[src/rtl/shift_engine_mm.sv]
// Memory-mapped iterative shift/rotate engine: OPERAND and CTRL are written over the bus,
// the CTRL write starts a multi-cycle shift of STEP bits per clock, and RESULT/STATUS/irq report completion.
module shift_engine_mm #(
  parameter int WIDTH = 16,
  parameter int STEP  = 1
) (
  input  logic             clk,
  input  logic             reset,
  input  logic             cs,
  input  logic             we,
  input  logic [1:0]       reg_sel,
  input  logic [WIDTH-1:0] data_in,
  output logic [WIDTH-1:0] data_out,
  output logic             irq
);
  localparam int AW = $clog2(WIDTH) + 1;
  localparam int CW = AW + 4;
  localparam logic [AW-1:0] WMAX  = AW'(WIDTH);
  localparam logic [AW-1:0] SMAX  = AW'(STEP);
  localparam logic [1:0] R_CTRL = 2'd0, R_OPER = 2'd1, R_RES = 2'd2, R_STAT = 2'd3;

  typedef enum logic {IDLE, RUN} state_t;

  state_t            state_q, state_d;
  logic [CW-1:0]     ctrl_q, ctrl_d;
  logic [WIDTH-1:0]  op_q, op_d, res_q, res_d, work_q, work_d, shifted;
  logic [AW-1:0]     cnt_q, cnt_d, sh, rot_c, new_amt, eff_amt;
  logic              done_q, done_d, err_q, err_d, irq_q;
  logic              wr, busy;
  logic [1:0]        mode, new_mode;
  logic              dir;

  assign wr       = cs & we;
  assign busy     = (state_q == RUN);
  assign mode     = ctrl_q[1:0];
  assign dir      = ctrl_q[2];
  assign new_mode = data_in[1:0];
  assign new_amt  = data_in[CW-1:4];

  // Rotate wraps the amount; the other modes saturate at WIDTH (everything shifted out).
  always_comb begin
    if (new_mode == 2'b10) eff_amt = {1'b0, new_amt[AW-2:0]};
    else if (new_amt > WMAX) eff_amt = WMAX;
    else eff_amt = new_amt;
  end

  assign sh    = (cnt_q < SMAX) ? cnt_q : SMAX;
  assign rot_c = WMAX - sh;

  always_comb begin
    shifted = work_q;
    if (mode == 2'b10) begin
      // sh == 0 makes the complementary shift equal WIDTH, which yields 0 and leaves work intact
      shifted = dir ? ((work_q >> sh) | (work_q << rot_c))
                    : ((work_q << sh) | (work_q >> rot_c));
    end else if (dir) begin
      if (mode == 2'b01) shifted = WIDTH'($signed(work_q) >>> sh);
      else               shifted = work_q >> sh;
    end else begin
      shifted = work_q << sh;
    end
  end

  always_comb begin
    state_d = state_q;
    ctrl_d  = ctrl_q;
    op_d    = op_q;
    res_d   = res_q;
    work_d  = work_q;
    cnt_d   = cnt_q;
    done_d  = done_q;
    err_d   = err_q;
    if (wr && reg_sel == R_STAT) begin
      done_d = 1'b0;
      err_d  = 1'b0;
    end
    case (state_q)
      IDLE: begin
        if (wr && reg_sel == R_CTRL) begin
          ctrl_d  = data_in[CW-1:0];
          work_d  = op_q;
          cnt_d   = eff_amt;
          done_d  = 1'b0;
          err_d   = 1'b0;
          state_d = RUN;
        end else if (wr && reg_sel == R_OPER) begin
          op_d = data_in;
        end
      end
      RUN: begin
        if (wr && (reg_sel == R_CTRL || reg_sel == R_OPER)) err_d = 1'b1;
        work_d = shifted;
        cnt_d  = cnt_q - sh;
        // Completion is assigned after the STATUS clear so it wins a same-cycle clear.
        if (cnt_q == sh) begin
          res_d   = shifted;
          done_d  = 1'b1;
          state_d = IDLE;
        end
      end
      default: state_d = IDLE;
    endcase
  end

  always_ff @(posedge clk or negedge reset) begin
    if (!reset) begin
      state_q <= IDLE;
      ctrl_q  <= '0;
      op_q    <= '0;
      res_q   <= '0;
      work_q  <= '0;
      cnt_q   <= '0;
      done_q  <= 1'b0;
      err_q   <= 1'b0;
      irq_q   <= 1'b0;
    end else begin
      state_q <= state_d;
      ctrl_q  <= ctrl_d;
      op_q    <= op_d;
      res_q   <= res_d;
      work_q  <= work_d;
      cnt_q   <= cnt_d;
      done_q  <= done_d;
      err_q   <= err_d;
      irq_q   <= done_q & ctrl_q[3];
    end
  end

  assign irq = irq_q;

  always_comb begin
    data_out = '0;
    if (cs) begin
      case (reg_sel)
        R_CTRL:  data_out = WIDTH'(ctrl_q);
        R_OPER:  data_out = op_q;
        R_RES:   data_out = res_q;
        default: data_out = {{(WIDTH-3){1'b0}}, err_q, done_q, busy};
      endcase
    end
  end
endmodule

[config.mk]
export PLATFORM = sky130hd
export DESIGN_NAME = shift_engine_mm
export DESIGN_NICKNAME = d
export VERILOG_FILES = /design/src/rtl/shift_engine_mm.sv
export SDC_FILE = /design/constraint.sdc
export NUM_CORES = 1
export LEC_CHECK = 0
export BUFFER_PORTS_ARGS = -buffer_cell sky130_fd_sc_hd__buf_2
export CAP_MARGIN = 40
export CORE_MARGIN = 5
export CORE_UTILIZATION = 30
export DETAILED_ROUTE_END_ITERATION = 6
export PLACE_DENSITY = 0.53
export SLEW_MARGIN = 40
export SYNTH_ARGS = -nofsm -noshare
export SYNTH_HDL_FRONTEND = slang
export SYNTH_SLANG_ARGS = --single-unit
[constraint.sdc]
create_clock -name clk -period 5.5 [get_ports clk]
set_input_delay 0.275 -clock clk [delete_from_list [all_inputs] [get_ports clk]]
set_output_delay 0.275 -clock clk [all_outputs]
set_load 0.01 [all_outputs]
==> out/results.txt <==
Global route total overflow -> 0
PD cells -> 564 nW/um^2
Post-Syn Nets -> 424
Maximum fanout along the worst path -> 31
Clk_skew -> 0.00750 ns
FF-to-FF path depth -> 7
Total Routed Length -> 11400 um
Worst EP required -> 5.70 ns
Initial antenna violation count -> 0
Chip Width -> 126 um
Top flip-flop cell by instance count after synthesis -> sky130_fd_sc_hd__dfrtp_1
WP buf/inv -> 1
RePlAce Congestion -> 0.916
Post-layout min period -> 3.12 ns
Startpoint types -> register
Post-route DRC -> 0
Post-layout worst setup margin -> 2.38 ns
Cell-by-cell listing of the critical path -> nor3_4, nand2_4, inv_4, ha_2, mux4_2, a2111oi_2, o21ai_1
Kind of cell adding the most delay to the critical path -> adder cells
Die area -> 15800 um^2
Arrival time at the worst endpoint -> 3.32 ns
Cells after synthesis -> 400
Standard cell core area -> 13200 um^2
Wire length of the first global-routing pass -> 18800 um
FFs w/ async S/R, synth -> 1.00
Standard-cell row count -> 42
Share of cells above drive strength 1 -> 0.200
Buffers on Ports -> 38
Buffer cell driving the clock tree root -> sky130_fd_sc_hd__clkbuf_16
# nets final -> 444
Core utilization of the finished layout -> 0.352
Maximum level of the CTS H-tree -> 3
Clock tree from TritonCTS -> yes
Post-Place Worst Slack -> 2.19 ns
Sequential fraction of the synthesis area -> 0.410
Gr usage total -> 0.149
Diode insertion count for antenna repair -> 0
Fmax -> 0.321 GHz
Routed vias/inst -> 5.57
Vias after detailed routing -> 3342
Headroom to the max-slew limit -> 0.468
CTS clock-pin slew for the worst setup and hold paths -> 0.05 ns
Max Buffers Root-to-Sink -> 2
Number of enable flip-flop cells after synthesis -> 0
Boundary Pins -> 39
Final hold viol count -> 0
Maximum number of pins on one net before global-route repair -> 37
Setup repair after global routing missed its margin -> no
Pin slew with the least headroom to its limit -> 0.797 ns
Final Max Slew Viols -> 0
Average wire length per cell after detail routing -> 19.0 um
Post-CTS Repair Setup Buffers -> 0
Cell with the largest stage delay on the worst path -> sky130_fd_sc_hd__ha_2
Worst IR Drop VDD -> 0.252 mV
LEAKAGE -> 2.01 nW
Kind of end point of the critical path -> register
Placed wire-length estimate after detailed placement -> 7910 um
Number of global-route vias before repair -> 3390
Total placed instance area -> 4350 um^2
Die height -> 126 um
Initial cell density of the core -> 0.305
Most common library cell in the layout ignoring fill and taps -> sky130_fd_sc_hd__dfrtp_1
Final period util -> 0.567
Post-synthesis register bit count -> 66
Final Instance Area -> 4640 um^2
Min-Delay Path Depth -> 2
Number of filler cells placed in the layout -> 1316
Startpoint of the most critical hold path -> data_in[14]
Capturing point of the worst reg2reg path -> res_q[8]$_DFFE_PN0P_
Area growth from synthesis to layout -> 15.2%
Average cell area after synthesis -> 10.1 um^2
Final-report setup violation count -> 0
Number of distinct library cell variants in the gate-level netlist after synthesis -> 59
Result of the run -> completed
Top library cells by usage in the layout, fill and taps aside -> 66 x sky130_fd_sc_hd__dfrtp_1, 38 x sky130_fd_sc_hd__nand2_1, 38 x sky130_fd_sc_hd__buf_2
First-pass iteration count of the detailed router -> 5
WS Path Type -> reg2reg
Register-to-Register Setup Slack -> 2.38 ns
Total negative setup slack -> 0 ns
Latest clock arrival within the worst-skew pair -> 0.33 ns
Crit path largest cell delay -> 0.69 ns
Startpoint of the worst register-to-register path -> cnt_q[2]$_DFFE_PN0N_
Total of warnings raised by yosys -> 0
DRC violation total after the first TritonRoute iteration -> 254
Clock buffers created by TritonCTS -> 9
Hold/Removal Path Class -> in2reg
Count of maximum capacitance violations -> 0
Remaining number of nets flagged by the antenna check after routing -> 0
Synthesized area -> 4030 um^2
Hold Crit Endpoint -> op_q[14]$_DFFE_PN0P_
Number of clock sinks seen by CTS -> 66
-- cells by family (layout without fill, tap and decap cells) --
family,Yosys count,count (layout),share of synthesized area
adder cells (fa/ha/maj),2,2,0.00621
multiplexers,62,62,0.186
AO/OA/AOI/OAI,124,124,0.211
other,1,1,0.000931
AND/OR/NAND/NOR,100,100,0.138
flip-flops,66,66,0.410
buffers and inverters,45,69,0.0484
-- Yosys cell counts (3+ instances only) --
library cell / instances / area [um^2]
sky130_fd_sc_hd__o31ai_1: 3 / 22.5
sky130_fd_sc_hd__a31oi_1: 4 / 25.0
sky130_fd_sc_hd__a211oi_1: 6 / 45.0
sky130_fd_sc_hd__o22ai_1: 3 / 18.8
sky130_fd_sc_hd__a222oi_1: 3 / 30.0
sky130_fd_sc_hd__nand3_1: 3 / 15.0
sky130_fd_sc_hd__o21ai_0: 16 / 80.1
sky130_fd_sc_hd__inv_1: 8 / 30.0
sky130_fd_sc_hd__mux2i_1: 22 / 220
sky130_fd_sc_hd__a2bb2oi_1: 3 / 26.3
sky130_fd_sc_hd__nor2b_1: 9 / 56.3
sky130_fd_sc_hd__buf_2: 12 / 60.1
sky130_fd_sc_hd__a21oi_1: 17 / 85.1
sky130_fd_sc_hd__dfrtp_1: 66 / 1650
sky130_fd_sc_hd__a22o_1: 4 / 35.0
sky130_fd_sc_hd__mux2_2: 6 / 67.6
sky130_fd_sc_hd__and2_1: 11 / 68.8
sky130_fd_sc_hd__nor2_1: 12 / 45.0
sky130_fd_sc_hd__mux4_2: 7 / 158
sky130_fd_sc_hd__a21o_1: 5 / 37.5
sky130_fd_sc_hd__a22oi_1: 18 / 135
sky130_fd_sc_hd__nor3_1: 8 / 40.0
sky130_fd_sc_hd__nand2_1: 38 / 143
sky130_fd_sc_hd__nand2b_1: 3 / 18.8
sky130_fd_sc_hd__o211ai_1: 3 / 22.5
sky130_fd_sc_hd__o21ai_1: 24 / 120
sky130_fd_sc_hd__clkbuf_1: 17 / 63.8
sky130_fd_sc_hd__buf_1: 4 / 15.0
sky130_fd_sc_hd__mux2_1: 27 / 304
-- layer usage --
layer  global-route usage  part of all wire  vias to the layer above
li1                     -                 -                     1542
met1                0.193              0.45                     1705
met2                0.246              0.50                       73
met3               0.0178             0.026                       22
met4               0.0732             0.028                        0
met5                    0                 0                        -
-- area by class of cell --
class	instances	area (um^2)	area share
Inverter	9	36.3	0.00781
Timing Repair Buffer	45	258	0.0555
Clock inverter	6	58.8	0.0127
Multi-Input combinational cell	289	2190	0.472
Sequential cell	66	1650	0.356
Tap cell	176	220	0.0474
Clock buffer	9	225	0.0485
-- per-stage QoR --
step | hold WS [ns] | cells | power, mW
final | 0.156 | 600 | 2.62
after global routing | 0.156 | 600 | 2.81
after CTS | 0.145 | 600 | 2.63
after detailed placement | 0.330 | 584 | 2.07
after global placement | 0.467 | 583 | 2.04
after floorplan | -0.0206 | 400 | 1.76
-- what timing repair did --
item / 4_1_cts / 5_1_grt
endpoints found under the setup margin: 0 / 0
hold buffers: 1 / 0
resized for setup: 0 / 0
hold endpoints to repair: 30 / 0
-- registers in the layout (all words and copies together), names as in the netlist --
register / count
op_q: 16
res_q: 16
work_q: 16
ctrl_q: 9
cnt_q: 5
busy: 1
done_q: 1
err_q: 1
irq: 1
-- how the worst max path moves through the flow --
| stage | start | depth (start not counted) | endpoint | slack [ns] |
|---|---|---|---|---|
| 2_1_floorplan | cnt_q[2]$_DFFE_PN0N_ | 12 | res_q[3]$_DFFE_PN0P_ | 2.85 |
| 3_3_place_gp | cnt_q[2]$_DFFE_PN0N_ | 7 | work_q[8]$_DFFE_PN0N_ | 2.27 |
| 3_5_place_dp | cnt_q[2]$_DFFE_PN0N_ | 7 | work_q[8]$_DFFE_PN0N_ | 2.19 |
| 4_1_cts | cnt_q[2]$_DFFE_PN0N_ | 7 | res_q[8]$_DFFE_PN0P_ | 2.16 |
| 5_1_grt | cnt_q[3]$_DFFE_PN0N_ | 7 | res_q[8]$_DFFE_PN0P_ | 2.11 |
| 6_report | cnt_q[2]$_DFFE_PN0N_ | 7 | res_q[8]$_DFFE_PN0P_ | 2.38 |
-- power breakdown --
part	total, mW	internal (mW)	switching [mW]
clock network	0.550	0.345	0.205
registers	0.975	0.706	0.268
logic	1.10	0.486	0.609
total	2.62	1.54	1.08
Power figures use the tool's default switching activity.
